==> config.mk <==
export PLATFORM = sky130hd
export DESIGN_NAME = ps2_host_tx
export DESIGN_NICKNAME = d
export VERILOG_FILES = /design/src/rtl/ps2_host_tx.sv
export SDC_FILE = /design/constraint.sdc
export NUM_CORES = 1
export LEC_CHECK = 0
export BUFFER_PORTS_ARGS = -buffer_cell sky130_fd_sc_hd__buf_2
export CAP_MARGIN = 20
export CORE_MARGIN = 10
export CORE_UTILIZATION = 40
export DETAILED_ROUTE_END_ITERATION = 6
export SLEW_MARGIN = 10
export SYNTH_ARGS = -nofsm -noshare
export SYNTH_HDL_FRONTEND = slang
export SYNTH_SLANG_ARGS = --single-unit
==> constraint.sdc <==
create_clock -name clk -period 5.3 [get_ports clk]
set_input_delay 1.06 -clock clk [delete_from_list [all_inputs] [get_ports clk]]
set_output_delay 1.06 -clock clk [all_outputs]
set_load 0.01 [all_outputs]
==> src/rtl/ps2_host_tx.sv <==
// rtl/ps2_host_tx.sv - PS/2 host-to-device command transmitter
// Pulls the shared open-drain lines low through output enables only; never drives high.
module ps2_host_tx #(
  parameter int counterBits   = 12,
  parameter int inhibitCycles = 1000,
  parameter int timeoutCycles = 4000
) (
  input  logic       clk,
  input  logic       reset,
  input  logic       ps2ClkIn,
  input  logic       ps2DataIn,
  output logic       ps2ClkOe,
  output logic       ps2DataOe,
  input  logic [7:0] txData,
  input  logic       txStart,
  output logic       busy,
  output logic       done,
  output logic       error
);

  typedef enum logic [2:0] {
    IDLE,
    INHIBIT,
    REQUEST,
    SHIFT,
    ACK,
    WAIT_IDLE,
    FINISH
  } state_t;

  localparam logic [counterBits-1:0] inhibitLast = counterBits'(inhibitCycles - 1);
  localparam logic [counterBits-1:0] timeoutLast = counterBits'(timeoutCycles - 1);

  state_t                 state;
  logic [1:0]             clkSync;
  logic [1:0]             dataSync;
  logic                   clkPrev;
  logic [8:0]             shift;
  logic [3:0]             bitCount;
  logic [counterBits-1:0] count;
  logic                   fallEdge;
  logic                   timedOut;
  logic                   watched;

  assign fallEdge = clkPrev & ~clkSync[1];
  assign timedOut = (count == timeoutLast);
  assign watched  = state inside {REQUEST, SHIFT, ACK, WAIT_IDLE};

  // Idle bus level is high, so the synchronizers reset to 1 to avoid a false edge.
  always_ff @(posedge clk or posedge reset) begin
    if (reset) begin
      clkSync  <= 2'b11;
      dataSync <= 2'b11;
      clkPrev  <= 1'b1;
    end else begin
      clkSync  <= {clkSync[0], ps2ClkIn};
      dataSync <= {dataSync[0], ps2DataIn};
      clkPrev  <= clkSync[1];
    end
  end

  always_ff @(posedge clk or posedge reset) begin
    if (reset) begin
      state     <= IDLE;
      ps2ClkOe  <= 1'b0;
      ps2DataOe <= 1'b0;
      busy      <= 1'b0;
      done      <= 1'b0;
      error     <= 1'b0;
      shift     <= '0;
      bitCount  <= '0;
      count     <= '0;
    end else begin
      done  <= 1'b0;
      error <= 1'b0;
      count <= count + counterBits'(1);
      if (watched && fallEdge) count <= '0;

      case (state)
        IDLE, FINISH: begin
          state     <= IDLE;
          count     <= '0;
          ps2ClkOe  <= 1'b0;
          ps2DataOe <= 1'b0;
          busy      <= 1'b0;
          if (txStart) begin
            shift    <= {~^txData, txData};
            busy     <= 1'b1;
            ps2ClkOe <= 1'b1;
            state    <= INHIBIT;
          end
        end

        INHIBIT: begin
          if (count == inhibitLast) begin
            ps2DataOe <= 1'b1;
            count     <= '0;
            state     <= REQUEST;
          end
        end

        // The first device edge already clocks out data bit 0.
        REQUEST: begin
          ps2ClkOe <= 1'b0;
          if (fallEdge) begin
            ps2DataOe <= ~shift[0];
            shift     <= {1'b1, shift[8:1]};
            bitCount  <= '0;
            state     <= SHIFT;
          end
        end

        // Ones shifted in from the top become the stop bit on the last edge.
        SHIFT: begin
          if (fallEdge) begin
            ps2DataOe <= ~shift[0];
            shift     <= {1'b1, shift[8:1]};
            bitCount  <= bitCount + 4'd1;
            if (bitCount == 4'd8) state <= ACK;
          end
        end

        ACK: begin
          if (fallEdge) begin
            if (dataSync[1]) begin
              ps2ClkOe  <= 1'b0;
              ps2DataOe <= 1'b0;
              busy      <= 1'b0;
              done      <= 1'b1;
              error     <= 1'b1;
              state     <= FINISH;
            end else begin
              state <= WAIT_IDLE;
            end
          end
        end

        WAIT_IDLE: begin
          if (clkSync[1] && dataSync[1]) begin
            busy  <= 1'b0;
            done  <= 1'b1;
            state <= FINISH;
          end
        end

        default: state <= IDLE;
      endcase

      if (watched && timedOut && !fallEdge) begin
        ps2ClkOe  <= 1'b0;
        ps2DataOe <= 1'b0;
        busy      <= 1'b0;
        done      <= 1'b1;
        error     <= 1'b1;
        state     <= FINISH;
      end
    end
  end

endmodule

Word level (Yosys, flattened, before mapping) --
Cells that the tools add are included.
Operators by class: muxes and demuxes 38, bitwise gates (word level) 3, reductions and logical operators 21, add/subtract/negate cells 2, eq/ne operators 21
Operators with widths (count):
- $mux 12 | 2
- $pmux 12 s2 | 1
- $mux 3 | 7
- $mux 9 | 2
- $pmux 3 s6 | 1
- $pmux 9 s2 | 1
- $mux 1 | 16
- $add 12x1->12 const B | 1
- $eq 12x10->1 const B | 1
- $eq 12x12->1 const B | 1
- $ne 3x2->1 const B | 4
- $reduce_bool 4->1 | 3
- $eq 3x3->1 const B | 3
- $ne 3x1->1 const B | 3
- $reduce_and 3->1 | 3
- $mux 4 | 2
- $pmux 4 s2 | 1
- $reduce_xnor 8->1 | 1
- $eq 3x2->1 const B | 2
- $ne 2x2->1 const B | 3
- $pmux 1 s3 | 2
- $reduce_and 6->1 | 1
- $reduce_and 5->1 | 1
- $reduce_bool 5->1 | 1
- other kinds (16) | 22
Storage, ports and cells: word-level logic and storage cells 97, input bits 13, flip-flop bits (word level) 38, output and inout port bits 5

Longest topological paths before layout --
word-level depth 6, mapped depth 7, depth with buffers taken out 7

Least setup slack after synthesis --
Ideal clock, no wire load.
kind in2reg, start input port txStart, end register shift[1], path slack 3164 ps, setup time 125 ps, path buffers 1, cell stages on the path 6, data required time 5175 ps, arrival 2011 ps, path through nor2b_1 nand2_1 o21ai_0 a22o_1 buf_2 mux2_2
On the way: cells in the longest elaborated chain, start to end 2
Ends and longest elaborated chain:
- start: declaration | line 15 | input logic txStart,
- $ne 2x2->1 (no line)
- $reduce_and 3->1 (no line)
- end signal: assignment | line 87 | shift <= {~^txData, txData};
- end signal: assignment | line 107 | shift <= {1'b1, shift[8:1]};
- end signal: assignment | line 117 | shift <= {1'b1, shift[8:1]};
- end: declaration | line 38 | logic [8:0] shift;
Every way passes these cells. A chain may end at the register's enable or synchronous reset.

Final worst setup path --
start input port txStart, end register shift[4]
Same word-level chain as after synthesis.

==> results.yml <==
outcome:
  outcome: "finished clean"
timing:
  finalHoldViolCount: 0
  finalClockSkew_ps: 8.387
  fin_crit_sh: 0.4153
  setup_ws_ps: 3099
  worst_slew_pin_slew_ps: 723.1
  rsz0062_at_grt: "no"
  slew_headroom: 0.5169
  max_freq_mhz: 454.3
  finalMaxSlewViolations: 0
  min_period_ps: 2201
  finalSetupViolCount: 0
  final.setup.tns_ps: 0
synthesis:
  yosys_warnings: 0
  synthMuxAreaShare: 0.05254
  syn_nets: 233
  syn_inst: 217
  synth_ff_type: "dfrtp_1"
  synth_top_family_by_area: "simple AND/OR/NAND/NOR gates"
  async_flop_share: 1.000
  syn_area_sq_um: 2072
  synth.distinct_cells: 44
  synth_edf_count: 0
  seq_area_frac_synth: 0.4620
  yosys.area_share.simple: 0.2361
  synthAdderAreaFrac: 0.01812
  synth_compound_area_frac: 0.1244
  ys_seq_elements: 38
  synth-xor-area-share: 0.07186
  syn-mean-instance-area_sq_um: 9.548
global_route:
  grtUsageMet2: 0.1506
  grt_overflow: 0
  busiest_layer: "met2"
  antenna_found_initial: 0
  grt_pass1_vias: 1517
  use_met3: 0.03015
  grt_use_total: 0.1043
  grt_pass1_wl_microns: 7410
  grt_max_degree: 39
  globalRouteMet1Util: 0.1451
worst_setup_path:
  cpPeakStageDelay_ps: 400
  worstSetupStartpointType: "input pin"
  r2r_cells: 5
  path_cells: "buf_2, nor2b_1, nand2_1, o21ai_0, a22o_1, mux2_2"
  crit_fanout: 8
  r2r_start: "state[2]"
  r2r_slack_ps: 3110
  crit_slowest_cell: "a22o_1"
  critical_path_required_ps: 5480
  r2r-end: "state[1]"
  worstSetupPathDepth: 6
  worst-path-buf-inv: 1
  endpoint: "shift[4]"
  cp.arrival_ps: 2380
  critPathTopFamily: "compound AO/OA/AOI/OAI gates"
  end_kind: "flip-flop"
  crit_start: "txStart"
  critPathKind: "input pin to flip-flop"
final_layout:
  syn_to_final_growth_pct: 10.99
  seq_area_sq_um: 957.2
  antenna_cells: 0
  layout_commonest_cell: "nand2_1"
  fillers: 544
  nNetsFinal: 249
  multi_input_area_sq_um: 1042
  final_cell_mix: "nand2_1 (39), dfrtp_1 (33), nor2_1 (21), buf_2 (17), xnor2_1 (13)"
  drive_gt1_frac: 0.2009
die:
  chipWidth_microns: 91.97
  die_height_microns: 91.97
  dieArea_sq_um: 8458
  rows: 26
  coreArea_sq_um: 5075
  initial_utilization: 0.4083
  boundaryPins: 18
routing:
  drc: 0
  firstDrtPassIters: 4
  drt_iter0_markers: 149
  wire_per_inst_microns: 13.28
  ant_nets: 0
  routed_via_density: 5.132
  wl_microns: 4037
  num_vias: 1560
power:
  power_density_nw_per_um2: 228.5
  power_leakage_nw: 1.040
  vdd_ir_drop_max_mv: 0.1586
clock_tree:
  clk_pin_slew_ps: 80
  cts_max_level: 2
  cts_tree: "yes"
  cts_buffer_depth: 2
  cts_setup_buffers: 0
  cts_resized: 0
  insertion_delay_ps: 290
  cts_buffers: 5
  holdBufCountCts: 0
  clkSinkCount: 38
  cts_root_buffer: "clkbuf_8"
place:
  gp_congestion: 0.8046
  port_buffers: 17
  pre_cts_ws_ps: 2811
  dp_hpwl_microns: 2861
hold_path:
  holdPathStages: 0
  min_path_type: "flip-flop to flip-flop"
flow_run:
  cap_violations: 0
==> state kept, by name (all words and copies together) (netlist names) <==
| name | count |
|---|---|
| count | 12 |
| shift | 9 |
| bitCount | 4 |
| state | 3 |
| clkSync | 2 |
| dataSync | 2 |
| busy | 1 |
| clkPrev | 1 |
| done | 1 |
| error | 1 |
| ps2ClkOe | 1 |
| ps2DataOe | 1 |
==> cell type report <==
cell class / count / area share
multi-input combinational: 162 / 0.4532
sequential: 38 / 0.4162
timing repair buffer: 18 / 0.04026
tap: 70 / 0.03808
clock buffer: 5 / 0.02992
inverter: 8 / 0.01306
clock inverter: 3 / 0.009249
==> synthesized netlist by cell type, types with 3 or more instances <==
library cell,instances,area [sq um]
mux2_2,7,78.83
nand3_1,6,30.03
o31ai_1,4,30.03
mux2i_1,3,30.03
o22ai_1,3,18.77
nor2_1,21,78.83
o21ai_0,10,50.05
dfstp_2,5,131.4
ha_1,3,37.54
xor2_1,4,35.03
nand2_1,39,146.4
inv_1,8,30.03
clkbuf_1,3,11.26
buf_2,4,20.02
a21oi_1,10,50.05
nand2b_1,4,25.02
nor2b_1,4,25.02
xnor2_1,13,113.9
dfrtp_1,33,825.8
==> logic make-up after synthesis <==
family | Yosys count
flops | 38
fa+ha+maj | 3
mux | 10
compound gates | 40
buf+inv | 17
simple gates | 92
xor+xnor | 17
==> worst min-delay path by stage <==
| stage | startpoint | end | slack (ps) |
|---|---|---|---|
| after global placement | dataSync[0] | dataSync[1] | 350 |
| after global routing | dataSync[0] | dataSync[1] | 360 |
| final | clkSync[0] | clkSync[1] | 360 |
| after CTS | dataSync[0] | dataSync[1] | 360 |
| after floorplan | clkSync[0] | clkSync[1] | 350 |
| after detailed placement | dataSync[0] | dataSync[1] | 350 |
==> where the power goes <==
| part | leakage [nW] | internal [mW] | switching, mW | total, mW |
|---|---|---|---|---|
| clock network | 0.0441 | 0.0924 | 0.109 | 0.202 |
| registers | 0.473 | 0.293 | 0.00198 | 0.295 |
| logic | 0.523 | 0.0123 | 0.0162 | 0.0285 |
| total | 1.04 | 0.398 | 0.128 | 0.525 |
==> per-layer routing <==
layer | vias to the layer above | share of wire | wire (microns)
met3 | 5 | 0.040 | 160
met4 | 0 | 0.011 | 43
li1 | 774 | - | -
met5 | - | 0 | 0
met2 | 27 | 0.45 | 1807
met1 | 754 | 0.50 | 2026
==> per-stage QoR <==
| stage | hold slack [ps] | cell area, sq um | std cells | utilization | total power, mW |
|---|---|---|---|---|---|
| 4_1_cts | 359.0 | 2300 | 304 | 0.4532 | 0.5349 |
| 5_1_grt | 361.5 | 2300 | 304 | 0.4532 | 0.5514 |
| 2_1_floorplan | 345.2 | 2072 | 217 | - | 0.3196 |
| 6_report | 357.8 | 2300 | 304 | 0.4532 | 0.5255 |
| 3_3_place_gp | 346.7 | 2210 | 296 | 0.4354 | 0.3299 |
| 3_5_place_dp | 347.2 | 2210 | 296 | 0.4354 | 0.3302 |
Note: power is estimated with default switching activity, not from simulation.
